==> config.mk <==
export PLATFORM = sky130hd
export DESIGN_NAME = mem_arbiter
export DESIGN_NICKNAME = d
export VERILOG_FILES = /design/src/rtl/mem_arbiter.sv
export SDC_FILE = /design/constraint.sdc
export NUM_CORES = 1
export LEC_CHECK = 0
export ABC_AREA = 1
export CORE_MARGIN = 8
export CORE_UTILIZATION = 30
export CTS_CLUSTER_DIAMETER = 40
export CTS_CLUSTER_SIZE = 40
export DETAILED_ROUTE_END_ITERATION = 6
export GPL_TIMING_DRIVEN = 0
export HOLD_SLACK_MARGIN = 0.1
export PLACE_DENSITY_LB_ADDON = 0.1
export SLEW_MARGIN = 10
export SYNTH_ARGS = -nofsm -noshare
export SYNTH_HDL_FRONTEND = slang
export SYNTH_SLANG_ARGS = --single-unit
==> constraint.sdc <==
create_clock -name clk -period 1.5 [get_ports clk]
set_input_delay 0.3 -clock clk [delete_from_list [all_inputs] [get_ports clk]]
set_output_delay 0.3 -clock clk [all_outputs]
set_load 0.01 [all_outputs]
==> src/rtl/mem_arbiter.sv <==
// mem_arbiter: two-port arbiter in front of a single-cycle RAM, with starvation-driven
// priority swap, per-request legality checking and registered one-cycle responses.
module mem_arbiter #(
    parameter int STARVE_LIMIT = 4
) (
    input  logic        clk,
    input  logic        rst,
    input  logic        p0_req,
    input  logic        p0_we,
    input  logic [31:0] p0_addr,
    input  logic [31:0] p0_wdata,
    input  logic [2:0]  p0_mode,
    output logic        p0_gnt,
    output logic        p0_rvalid,
    output logic        p0_rerr,
    output logic [31:0] p0_rdata,
    input  logic        p1_req,
    input  logic        p1_we,
    input  logic [31:0] p1_addr,
    input  logic [31:0] p1_wdata,
    input  logic [2:0]  p1_mode,
    output logic        p1_gnt,
    output logic        p1_rvalid,
    output logic        p1_rerr,
    output logic [31:0] p1_rdata,
    output logic        ram_we,
    output logic [31:0] ram_addr,
    output logic [2:0]  ram_mode,
    output logic [31:0] ram_din,
    input  logic [31:0] ram_dout
);
    typedef enum logic {P0_PRI, P1_PRI} pri_e;

    localparam logic [3:0] LIMIT = 4'(STARVE_LIMIT);

    pri_e        state_q;
    logic [3:0]  starve_q, starve_d;
    logic        legal0, legal1;
    logic        p0_rvalid_q, p1_rvalid_q, p0_rerr_q, p1_rerr_q;
    logic [31:0] p0_rdata_q, p1_rdata_q;

    function automatic logic is_legal(input logic [1:0] lo, input logic [2:0] mode);
        return mode == 3'd0 || mode == 3'd4 ||
               ((mode == 3'd1 || mode == 3'd5) && !lo[0]) ||
               (mode == 3'd2 && lo == 2'b00);
    endfunction

    assign legal0 = is_legal(p0_addr[1:0], p0_mode);
    assign legal1 = is_legal(p1_addr[1:0], p1_mode);

    // Reset masks both requests so nothing is granted or written while rst is high.
    assign p1_gnt = !rst && p1_req && (!p0_req || state_q == P1_PRI);
    assign p0_gnt = !rst && p0_req && !p1_gnt;

    assign ram_we   = p0_gnt ? p0_we && legal0 : p1_gnt && p1_we && legal1;
    assign ram_addr = p0_gnt ? p0_addr  : p1_gnt ? p1_addr  : 32'd0;
    assign ram_mode = p0_gnt ? p0_mode  : p1_gnt ? p1_mode  : 3'd0;
    assign ram_din  = p0_gnt ? p0_wdata : p1_gnt ? p1_wdata : 32'd0;

    assign starve_d = (p1_req && !p1_gnt) ? (starve_q == LIMIT ? LIMIT : starve_q + 4'd1) : 4'd0;

    always_ff @(posedge clk) begin
        if (rst) begin
            state_q     <= P0_PRI;
            starve_q    <= 4'd0;
            p0_rvalid_q <= 1'b0;
            p1_rvalid_q <= 1'b0;
            p0_rerr_q   <= 1'b0;
            p1_rerr_q   <= 1'b0;
            p0_rdata_q  <= 32'd0;
            p1_rdata_q  <= 32'd0;
        end else begin
            starve_q    <= starve_d;
            state_q     <= p1_gnt ? P0_PRI : (starve_d == LIMIT ? P1_PRI : state_q);
            p0_rvalid_q <= p0_gnt;
            p1_rvalid_q <= p1_gnt;
            p0_rerr_q   <= p0_gnt && !legal0;
            p1_rerr_q   <= p1_gnt && !legal1;
            // A legal write leaves the last load result in place.
            if (p0_gnt && !(p0_we && legal0)) p0_rdata_q <= legal0 ? ram_dout : 32'd0;
            if (p1_gnt && !(p1_we && legal1)) p1_rdata_q <= legal1 ? ram_dout : 32'd0;
        end
    end

    assign p0_rvalid = p0_rvalid_q;
    assign p1_rvalid = p1_rvalid_q;
    assign p0_rerr   = p0_rerr_q;
    assign p1_rerr   = p1_rerr_q;
    assign p0_rdata  = p0_rdata_q;
    assign p1_rdata  = p1_rdata_q;
endmodule

[After elaboration in Yosys (flattened, before gate mapping)]
Index checks and enable logic that the tools add are counted.
Storage, ports and cells
  logic and storage cells: 70
  output and inout bits: 138
  input port bits: 172
  register bits: 73
Operators by class
  multiplexer cells: 11
  equal/unequal tests: 10
  add/subtract/negate cells: 1
  reduce and logical (&&, ||, !) cells: 40
Operators with widths (number)
  $mux 32: 6
  $logic_and 1x1->1: 17
  $eq 3x3->1 const B: 4
  $logic_not 1->1: 9
  $logic_or 1x1->1: 9
  $eq 4x3->1 const B: 2
  $mux 4: 2
  $eq 3x1->1 const B: 2
  $eq 3x2->1 const B: 2
  $logic_not 3->1: 2
  $mux 3: 2
  $add 4x1->4 const B: 1
  $logic_not 2->1: 2
  $reduce_or 2->1: 1
  $mux 1: 1

[Longest topological paths before layout]
Gate-level depths: netlist (run 1).
  depth after elaboration: 8
  mapped depth: 9
  mapped depth without buffers: 8

[Worst setup path after synthesis (run 1)]
No wires, ideal clock.
  path type: reg2out
  start point: reg state_q
  end point: out ram_addr[10]
  data required time: 1.200 ns
  arrival: 1.256 ns
  stages on the path, launching flop included: 8
  slack: -0.056 ns
  path buffers: 2
  cells stage by stage: dfxtp_1 > inv_1 > nand2_1 > nand3_4 > inv_2 > buf_6 > clkbuf_1 > a22o_1
On the way
  word-level cells in the longest chain between the ends: 5
  elaborated cells on any way between the ends: 6
  classes of those cells: mux (2); reduce/logical (4)
Ends and longest elaborated chain
  start, declared: RTL line 36  | pri_e state_q;
  start signal, assigned: RTL line 74  | state_q <= p1_gnt ? P0_PRI : (starve_d == LIMIT ? P1_PRI : state_q);
  $logic_or 1x1->1 (*): RTL line 52  | assign p1_gnt = !rst && p1_req && (!p0_req || state_q == P1_PRI);
  $logic_and 1x1->1 (*): RTL line 52
  $logic_not 1->1: RTL line 53  | assign p0_gnt = !rst && p0_req && !p1_gnt;
  $logic_and 1x1->1: RTL line 53
  $mux 32 (*): RTL line 56  | assign ram_addr = p0_gnt ? p0_addr : p1_gnt ? p1_addr : 32'd0;
  end, declared: RTL line 27  | output logic [31:0] ram_addr,
Mark *: on every way between the ends. The rest lies on a longest branch, timed or not.

[Final worst setup path (run 1)]
  start point: reg state_q
  end point: out ram_din[2]
On the way
  word-level cells in the longest chain between the ends: 5
  elaborated cells on any way between the ends: 6
  classes of those cells: mux (2); reduce/logical (4)
Ends and longest elaborated chain
  $logic_or 1x1->1 (*): RTL line 52
  $logic_and 1x1->1 (*): RTL line 52
  $logic_not 1->1: RTL line 53
  $logic_and 1x1->1: RTL line 53
  $mux 32 (*): RTL line 58  | assign ram_din = p0_gnt ? p0_wdata : p1_gnt ? p1_wdata : 32'd0;
  end, declared: RTL line 29  | output logic [31:0] ram_din,
Marked as above.

==> results of run 1 <==
## cell usage after synthesis (all sizes together)
| cell | n |
|---|---|
| nand2 | 140 |
| nor2 | 136 |
| dfxtp | 73 |
| nand3 | 71 |
| a22o | 62 |
| buf | 32 |
| inv | 22 |
| clkbuf | 14 |
| o22ai | 6 |
| o21ai | 5 |
| a21oi | 4 |
| ha | 2 |
| clkinv | 1 |
| nand4 | 1 |
| nor3 | 1 |
| nor4 | 1 |
## cell type report
type,instances,share of cell area
plain buffers,45,0.05456
repair buffers,340,0.3991
well taps,172,0.02704
diodes,3,0.0009434
clock buffers,10,0.03003
clock inverters,5,0.01006
inverters,23,0.01164
flip-flops and latches,73,0.1838
multi-input cells,429,0.2829
## timing repair
item,CTS,global route
setup endpoints to repair,203,131
setup buffers,15,9
pin swaps,11,21
gates cloned,3,5
resized for setup,451,47
hold endpoints to repair,0,0
## kinds of logic (layout without fill, tap and decap cells)
group / count (synthesis) / after routing
other cells: 0 / 3
simple gates: 350 / 350
flops: 73 / 73
compound gates: 77 / 77
buf+inv: 69 / 423
fa+ha+maj: 2 / 2
## metrics by stage
step | cell area, um^2 | hold slack [ns] | instances | utilization
5_1_grt | 7955 | 0.4021 | 1099 | 0.6278
3_5_place_dp | 7246 | 0.4697 | 1052 | 0.5718
4_1_cts | 7686 | 0.3747 | 1085 | 0.6066
3_3_place_gp | 7246 | 0.4618 | 1052 | 0.5718
6_report | 7958 | 0.3830 | 1100 | 0.6280
2_1_floorplan | 3938 | 0.3716 | 571 | -
## per-layer routing
metal,GRT usage,vias to the layer above,share of wire
li1,-,2588,-
met1,0.2516,2473,0.37
met2,0.4342,215,0.52
met3,0.08405,29,0.085
met4,0.08128,0,0.026
met5,0,-,0
## power groups by stage
| stage | Sequential [uW] | Clock, uW | Combinational [uW] |
|---|---|---|---|
| 2_1_floorplan | 2190 | 0 | 640 |
| 3_3_place_gp | 2140 | 0 | 1780 |
| 3_5_place_dp | 2150 | 0 | 1800 |
| 4_1_cts | 2100 | 2360 | 1790 |
| 5_1_grt | 2110 | 2440 | 2000 |
| 6_report | 2100 | 2320 | 1870 |
## registers in the layout, summed over array words and instances, names as in the netlist
| name | count |
|---|---|
| p1_rdata | 32 |
| state_q | 1 |
| p1_rerr | 1 |
| p0_rdata | 32 |
| p0_rerr | 1 |
| starve_q | 4 |
| p0_rvalid | 1 |
| p1_rvalid | 1 |
## worst paths after layout
path              slack (ns)            to
setup / recovery       -0.52    ram_din[2]
hold reg to reg         0.48   p0_rdata[9]
setup reg to reg       -0.13  p0_rdata[11]
hold / removal          0.38   starve_q[1]
## critical path: cells and delay by family (launching register included)
family                 cells  cell delay, ns
DFF                        1            0.32
buffers and inverters      5            0.53
AOI/OAI and AO/OA          1            0.21
and+or+nand+nor            3            0.31
==> flow_metrics.tcl, run 1 <==
set metrics [dict create \
    fp.dieW_um 130.2 \
    cts_hold_buffers 0 \
    syn_inst 571 \
    drt_iter0_markers 278 \
    ys_types 26 \
    path_clk_slew_ns 0.05 \
    required_ns 1.20 \
    pwr-share-clk 0.369 \
    crit_path_start_kind "flop" \
    violations "setup timing" \
    grt_max_degree 13 \
    areaGrowthSynthToFinish_pct 103.3 \
    die_area_mm2 0.01696 \
    synth_compound_area_frac 0.1703 \
    power_frac_seq 0.334 \
    power_density_mw_per_mm2 791.4 \
    drive_above_1_share 0.2076 \
    synth_top_family_by_area "simple AND/OR/NAND/NOR gates" \
    yosys-top-cells-area "dfxtp_1 37%, a22o_1 14%, nand2_1 13%, nor2_1 13%, nand3_1 8.8%" \
    cts_root_buf "clkbuf_16" \
    final_nets 1095 \
    path_cells "inv_2 -> nand2_4 -> nand3_4 -> nand3_4 -> inv_4 -> buf_12 -> buf_8 -> a22o_1 -> buf_2" \
    synth_fp_nets 745 \
    p_int_uw 4557 \
    clk_path_buf_depth 2 \
    finalMaxSlewViolations 0 \
    whs_path_depth 2 \
    pre_cts_ws_ns -1.411 \
    synth_warnings 0 \
    die_y_um 130.2 \
    p_sw_frac 0.2764 \
    clock_skew_ns 0.005084 \
    synthDominantCellAreaShare 0.3733 \
    total_power_uw 6298 \
    rows 41 \
    worst_path_most_repeated_cell "nand3_4" \
    relSlewSlack 0.7183 \
    pin_count 310 \
    combPwrFrac 0.298 \
    rsz0062_at_grt "true" \
    start_util 0.3090 \
    min_path_type "input port to flop" \
    netlist_area_mm2 0.003915 \
    vias 5305 \
    htreeDepth 3 \
    yosys.area_share.adder 0.006392 \
    synth_top_cell_by_area "dfxtp_1" \
    ir_worst_vdd_mv 0.4375 \
    ys_seq_area_frac 0.3733 \
    grt_pass1_wl_mm 29.99 \
    r2r_start "state_q" \
    cp_max_fo 8 \
    port_buffers 309 \
    drc 0 \
    critPathSlowestCell "dfxtp_2" \
    routed_wirelength_mm 21.51 \
    final_common_cell "clkdlybuf4s50_1" \
    grt_overflow_total 0 \
    multi_input_area_mm2 0.002251 \
    antenna_left 0 \
    cts_tree "built" \
    max_freq_ghz 0.4947 \
    antenna_found_initial 2 \
    p_leak_uw 0.003812 \
    min-delay-start "rst" \
    max_stage_delay_ns 0.32 \
    switchingPower_uw 1741 \
    worst_ep_arrival_time_ns 1.72 \
    setup_violations 100 \
    first_global_vias 5239 \
    avgRoutedWirePerCell_um 19.55 \
    synthSimpleGateAreaFrac 0.3669 \
    fin_crit_sh 1.348 \
    setup-tns-final_ns -34.77 \
    maxCapViolations 0 \
    dp_hpwl_mm 17.39 \
    globalplace.congestion 0.9095 \
    ys_seq_elements 73 \
    worstSetupEndpointType "primary output" \
    reg2regPathDepth 11 \
    hold_violations 0 \
    cts_sinks 73 \
    outcome "finished, violations left" \
    grtUsageTotal 0.2394 \
    fin_ws_ns -0.5213 \
    layout_common_cells "159 x clkdlybuf4s50_1, 137 x nand2_1, 130 x nor2_1" \
    viasPerCell 4.823 \
    worst_slew_pin_slew_ns 0.4225 \
    finalCriticalPeriod_ns 2.021 \
    yosys.area_share.xor_xnor 0 \
    fillers 1190 \
    cts_made_buffers 9 \
    clk_latency_ns 0.34 \
    crit_type "flop to primary output" \
    dr.pass1.iters 5 \
    synth_mux_area_frac 0 \
    crit_start "state_q" \
    regArea_mm2 0.001463 \
    syn_area_per_cell_um2 6.856 \
    core_mm2 0.01267 \
]
No activity file was read; power rests on OpenSTA's default activity.
==> inputs of run 2 (changes only) <==
--- a/config.mk
+++ b/config.mk
@@ -11,7 +11,6 @@
 export CTS_CLUSTER_DIAMETER = 40
 export CTS_CLUSTER_SIZE = 40
 export DETAILED_ROUTE_END_ITERATION = 6
-export GPL_TIMING_DRIVEN = 0
 export HOLD_SLACK_MARGIN = 0.1
 export PLACE_DENSITY_LB_ADDON = 0.1
 export SLEW_MARGIN = 10
==> run 2 against run 1 <==
- the flow still finishes with violations (setup timing)
- via count is 3.8% higher
- maximum frequency grew 2.7%
- wire length rose by 9.4%
- utilization grew 2.2 points
- cell count barely moved
- clock power down 7%
- sequential share of layout area down 0.61 points
- critical path type unchanged
==> flow_metrics.tcl, run 2 (synthesis results as in run 1) <==
set metrics [dict create \
    die_y_um 130.2 \
    avgRoutedWirePerCell_um 21.41 \
    outcome "finished, violations left" \
    max_freq_ghz 0.5079 \
    grt_pass1_wl_mm 32.90 \
    clock_skew_ns 0.003964 \
    setup_violations 132 \
    cts_made_buffers 9 \
    crit_family "buffers and inverters" \
    max_stage_delay_ns 0.33 \
    ir_worst_vdd_mv 0.5605 \
    dp_hpwl_mm 17.11 \
    routed_wirelength_mm 23.53 \
    first_global_vias 5414 \
    required_ns 1.20 \
    pin_count 310 \
    fp.dieW_um 130.2 \
    violations "setup timing" \
    start_util 0.3090 \
    drive_above_1_share 0.2073 \
    cts_root_buf "clkbuf_16" \
    final_common_cell "clkdlybuf4s50_1" \
    total_power_uw 6284 \
    grt_max_degree 67 \
    clk_path_buf_depth 2 \
    min_path_type "input port to flop" \
    setup-tns-final_ns -33.66 \
    core_mm2 0.01267 \
    path_cells "inv_2 -> nand2_4 -> nand3_4 -> nand3_4 -> inv_8 -> buf_12 -> clkbuf_16 -> a22o_1 -> buf_6" \
    layout_common_cells "161 x clkdlybuf4s50_1, 138 x nand2_1, 135 x nor2_1" \
    dr.pass1.iters 5 \
    cp_max_fo 8 \
    die_area_mm2 0.01696 \
    fin_ws_ns -0.4688 \
    critPathBufInv 5 \
    finalCriticalPeriod_ns 1.969 \
    maxCapViolations 0 \
    critPathSlowestCell "dfxtp_2" \
    fin_crit_sh 1.313 \
    drt_iter0_markers 445 \
    port_buffers 309 \
    grt_overflow_total 0 \
    worst_path_most_repeated_cell "nand3_4" \
    htreeDepth 3 \
    final_nets 1095 \
    pre_cts_ws_ns -1.011 \
    path_clk_slew_ns 0.06 \
    hold_violations 0 \
    worst_slew_pin_slew_ns 0.4319 \
    worst_ep_arrival_time_ns 1.67 \
    clk_latency_ns 0.35 \
    antenna_found_initial 2 \
    fillers 1179 \
    worstSetupEndpointType "primary output" \
    crit_type "flop to primary output" \
    drc 0 \
    power_density_mw_per_mm2 763.3 \
    areaGrowthSynthToFinish_pct 110.3 \
    rows 41 \
    cts_hold_buffers 0 \
    relSlewSlack 0.7120 \
    p_leak_uw 0.003929 \
    grtUsageTotal 0.2620 \
    viasPerCell 5.010 \
    cts_tree "built" \
    cts_sinks 73 \
    antenna_left 0 \
    vias 5506 \
    crit_path_start_kind "flop" \
    finalMaxSlewViolations 0 \
    rsz0062_at_grt "true" \
    globalplace.congestion 0.9041 \
]
-- run 2: cell types whose count changed in the layout (fill, tap and decap cells not counted), moves of 5 or more --
cell / delta
clkbuf_8: -7
nor2_1: +5
nor2_2: -5
buf_16: +8
buf_12: +8
clkbuf_2: -5
buf_4: +8
-- run 2: timing repair --
item | in CTS | in global routing
setup endpoints to repair | 205 | 135
pin swaps | 37 | 7
cloned | 14 | 7
resized for setup | 464 | 22
setup buffers | 20 | 5
-- run 2: worst register-to-register path: stages, from the launching register on --
cell	delay [ns]
dfxtp_2	0.32
inv_2	0.07
nand2_4	0.06
nand3_4	0.10
nand3_4	0.11
buf_4	0.18
buf_16	0.13
a21oi_4	0.17
buf_12	0.14
buf_12	0.13
nor2_1	0.05
nor2_1	0.10
-- run 2: path summary, 6_finish.rpt --
check | from | to | slack, ns | cells after the start
worst min register to register | p0_rdata[4] | p0_rdata[4] | 0.47 | 2
worst max-delay path | state_q | ram_din[25] | -0.47 | 9
worst max register to register | state_q | p0_rdata[17] | -0.10 | 11
worst min-delay path | rst | starve_q[3] | 0.45 | 3
-- run 2: routing by layer --
layer,up-vias,GRT usage,wire length (um)
met3,47,0.08772,2144
li1,2592,-,-
met4,2,0.1195,940
met5,-,0,14
met2,272,0.4506,11580
met1,2593,0.2866,8856
-- run 2: metrics by stage --
stage          std cells  utilization  hold WS, ns  cell area [um^2]
2_1_floorplan        571            -       0.3716              3938
3_3_place_gp        1038       0.5744       0.4617              7278
3_5_place_dp        1038       0.5744       0.4710              7278
4_1_cts             1088       0.6281       0.3945              7959
5_1_grt             1099       0.6497       0.4648              8233
6_report            1099       0.6497       0.4486              8233
-- run 2: layout make-up --
| class | instances | area, um^2 | area share |
|---|---|---|---|
| repair buffers | 385 | 3954 | 0.4802 |
| multi-input cells | 429 | 2202 | 0.2675 |
| flip-flops and latches | 73 | 1463 | 0.1777 |
| clock buffers | 11 | 232.7 | 0.02827 |
| well taps | 172 | 215.2 | 0.02614 |
| inverters | 23 | 107.6 | 0.01307 |
| clock inverters | 5 | 56.30 | 0.006839 |
| diodes | 1 | 2.502 | 0.0003040 |
-- run 2: power by group --
group,total [uW],switching (uW),leakage (uW),internal (uW)
Combinational,2030,896,0.00319,1130
Clock,2150,868,0.000139,1290
Sequential,2100,52.9,0.000598,2050
Total,6280,1820,0.00393,4470
==> inputs of run 3 (changes only) <==
--- a/config.mk
+++ b/config.mk
@@ -6,11 +6,13 @@
 export NUM_CORES = 1
 export LEC_CHECK = 0
 export ABC_AREA = 1
-export CORE_MARGIN = 8
-export CORE_UTILIZATION = 30
+export CAP_MARGIN = 20
+export CORE_AREA = 2 2 122 124
 export CTS_CLUSTER_DIAMETER = 40
 export CTS_CLUSTER_SIZE = 40
 export DETAILED_ROUTE_END_ITERATION = 6
+export DIE_AREA = 0 0 124 126
+export DONT_BUFFER_PORTS = 1
 export HOLD_SLACK_MARGIN = 0.1
 export PLACE_DENSITY_LB_ADDON = 0.1
 export SLEW_MARGIN = 10
==> run 3 against run 2 <==
- the flow still finishes with violations (setup timing)
- design area shrank 38%
- global-route usage shrank 4.2 points
- non-clock buffer count shrank 337
- sequential share of layout area grew 11 points
- largest cell class is now multi-input gates
- highest routed layer is now met4
==> flow_metrics.tcl, run 3 (synthesis results as in run 1) <==
set metrics [dict create \
    relSlewSlack 0.7628 \
    max_stage_delay_ns 0.32 \
    design_area_mm2 0.005110 \
    dp_hpwl_mm 13.81 \
    max_freq_ghz 0.5454 \
    worstSetupEndpointType "primary output" \
    finalMaxSlewViolations 0 \
    die_y_um 126 \
    rows 44 \
    cts_tree "built" \
    drive_above_1_share 0.1800 \
    routed_wirelength_mm 18.21 \
    antenna_found_initial 0 \
    final_nets 758 \
    crit_start "state_q" \
    avgRoutedWirePerCell_um 23.53 \
    power_frac_seq 0.389 \
    worst_slew_pin_slew_ns 0.3558 \
    power_density_mw_per_mm2 1096 \
    fin_util 0.3570 \
    start_util 0.2735 \
    clock_skew_ns 0.007385 \
    pwr-share-clk 0.432 \
    maxCapViolations 0 \
    vias 4030 \
    setup_violations 84 \
    crit_type "flop to primary output" \
    critPathBufInv 3 \
    fin_crit_sh 1.222 \
    path_cells "inv_2 -> nand2_2 -> nand3_4 -> nand3_4 -> clkinv_8 -> clkbuf_16 -> a22o_4" \
    pin_count 310 \
    setup-tns-final_ns -20.90 \
    dr.pass1.iters 4 \
    switchingPower_uw 1582 \
    final_common_cell "nand2_1" \
    placed_area_mm2 0.004295 \
    p_sw_frac 0.2825 \
    busiest_layer "met2" \
    drc 0 \
    grtUsageTotal 0.2199 \
    cts_root_buf "clkbuf_16" \
    ir_worst_vdd_mv 0.5264 \
    rsz0062_at_grt "true" \
    pre_cts_ws_ns -0.1031 \
    grt_overflow_total 0 \
    r2r_start "state_q" \
    grt_util_met3 0.08016 \
    violations "setup timing" \
    drt_iter0_markers 245 \
    areaGrowthSynthToFinish_pct 30.52 \
    rrSetupSlack_ns -0.04 \
    port_buffers 0 \
    min_path_type "input port to flop" \
    grtUsageMet2 0.3597 \
    cts_made_buffers 9 \
    crit_family "flip-flops" \
    viasPerCell 5.207 \
    hold_violations 0 \
    p_int_uw 4018 \
    combPwrFrac 0.179 \
    total_power_uw 5600 \
    use_met1 0.2761 \
    path_clk_slew_ns 0.06 \
    critPathSlowestCell "dfxtp_2" \
    cp_max_fo 6 \
    clk_path_buf_depth 2 \
    worst_ep_arrival_time_ns 1.53 \
    grt_pass1_wl_mm 24.72 \
    layout_common_cells "138 x nand2_1, 135 x nor2_1, 72 x dfxtp_1" \
    htreeDepth 3 \
    first_global_vias 3641 \
    cts_sinks 73 \
    core_mm2 0.01431 \
    fp.dieW_um 124 \
    outcome "finished, violations left" \
    crit_path_start_kind "flop" \
    min-delay-start "p1_req" \
    p_leak_uw 0.002205 \
    die_area_mm2 0.01562 \
    grt_max_degree 39 \
    antenna_left 0 \
    worst_path_most_repeated_cell "nand3_4" \
    clk_latency_ns 0.34 \
    finalCriticalPeriod_ns 1.834 \
    required_ns 1.20 \
    globalplace.congestion 1.028 \
    fin_ws_ns -0.3336 \
]
==> run 3: cell count changes in the layout (fill, tap and decap cells not counted), sizes merged <==
cell | before | now
clkdlybuf4s15 | 1 | 0
dlygate4sd2 | 77 | 0
buf | 136 | 44
bufbuf | 2 | 0
bufinv | 1 | 2
clkdlybuf4s50 | 161 | 0
dlygate4sd3 | 0 | 1
inv | 22 | 20
clkinvlp | 1 | 2
clkbuf | 19 | 15
clkinv | 4 | 3
==> run 3: cell type report <==
class                           count  area [um^2]
Antenna cell                        1        2.502
Clock buffer                       12        256.5
Clock inverter                      4        75.07
Fill cell                        1560         9204
Inverter                           23        100.1
Multi-Input combinational cell    429         2385
Sequential cell                    73         1463
Tap cell                          184        230.2
Timing Repair Buffer               48        598.1
==> run 3: path summary, 6_finish.rpt <==
path | end | cells past startpoint
setup / recovery | ram_din[7] | 7
hold reg to reg | p1_rdata[16] | 2
setup reg to reg | p1_rdata[4] | 9
hold / removal | starve_q[2] | 2
==> run 3: metrics by stage <==
stage,hold slack [ns],std cells
finish,0.1420,774
global route,0.1364,773
CTS,0.01103,767
detailed placement,0.3758,745
global placement,0.3751,745
floorplan,0.3716,571
==> run 3: timing repair <==
item	in CTS	in global routing
gates cloned	2	4
endpoints found under the setup margin	80	123
setup buffers	6	2
pin swaps	7	18
endpoints found under the hold margin	4	4
gates resized for setup	51	8
==> run 3: power by group through the flow <==
stage / clock network, uW / registers [uW] / logic, uW
final: 2420 / 2180 / 1000
after global routing: 2560 / 2190 / 1090
after CTS: 2480 / 2180 / 970
after detailed placement: 0 / 2220 / 870
after global placement: 0 / 2220 / 858
after floorplan: 0 / 2190 / 640
==> run 3: routing by layer <==
metal / wire length, um / share of wire / vias to the layer above
met5: 0 / 0 / -
met4: 164 / 0.0090 / 0
met3: 1646 / 0.090 / 15
met2: 8899 / 0.49 / 188
met1: 7499 / 0.41 / 1910
li1: - / - / 1917
==> run 3: worst reg2reg max path, delay by kind of cell (launching register included) <==
| family | cells | cell delay, ns |
|---|---|---|
| compound gates | 1 | 0.26 |
| buf+inv | 4 | 0.56 |
| flops | 1 | 0.32 |
| simple gates | 4 | 0.34 |
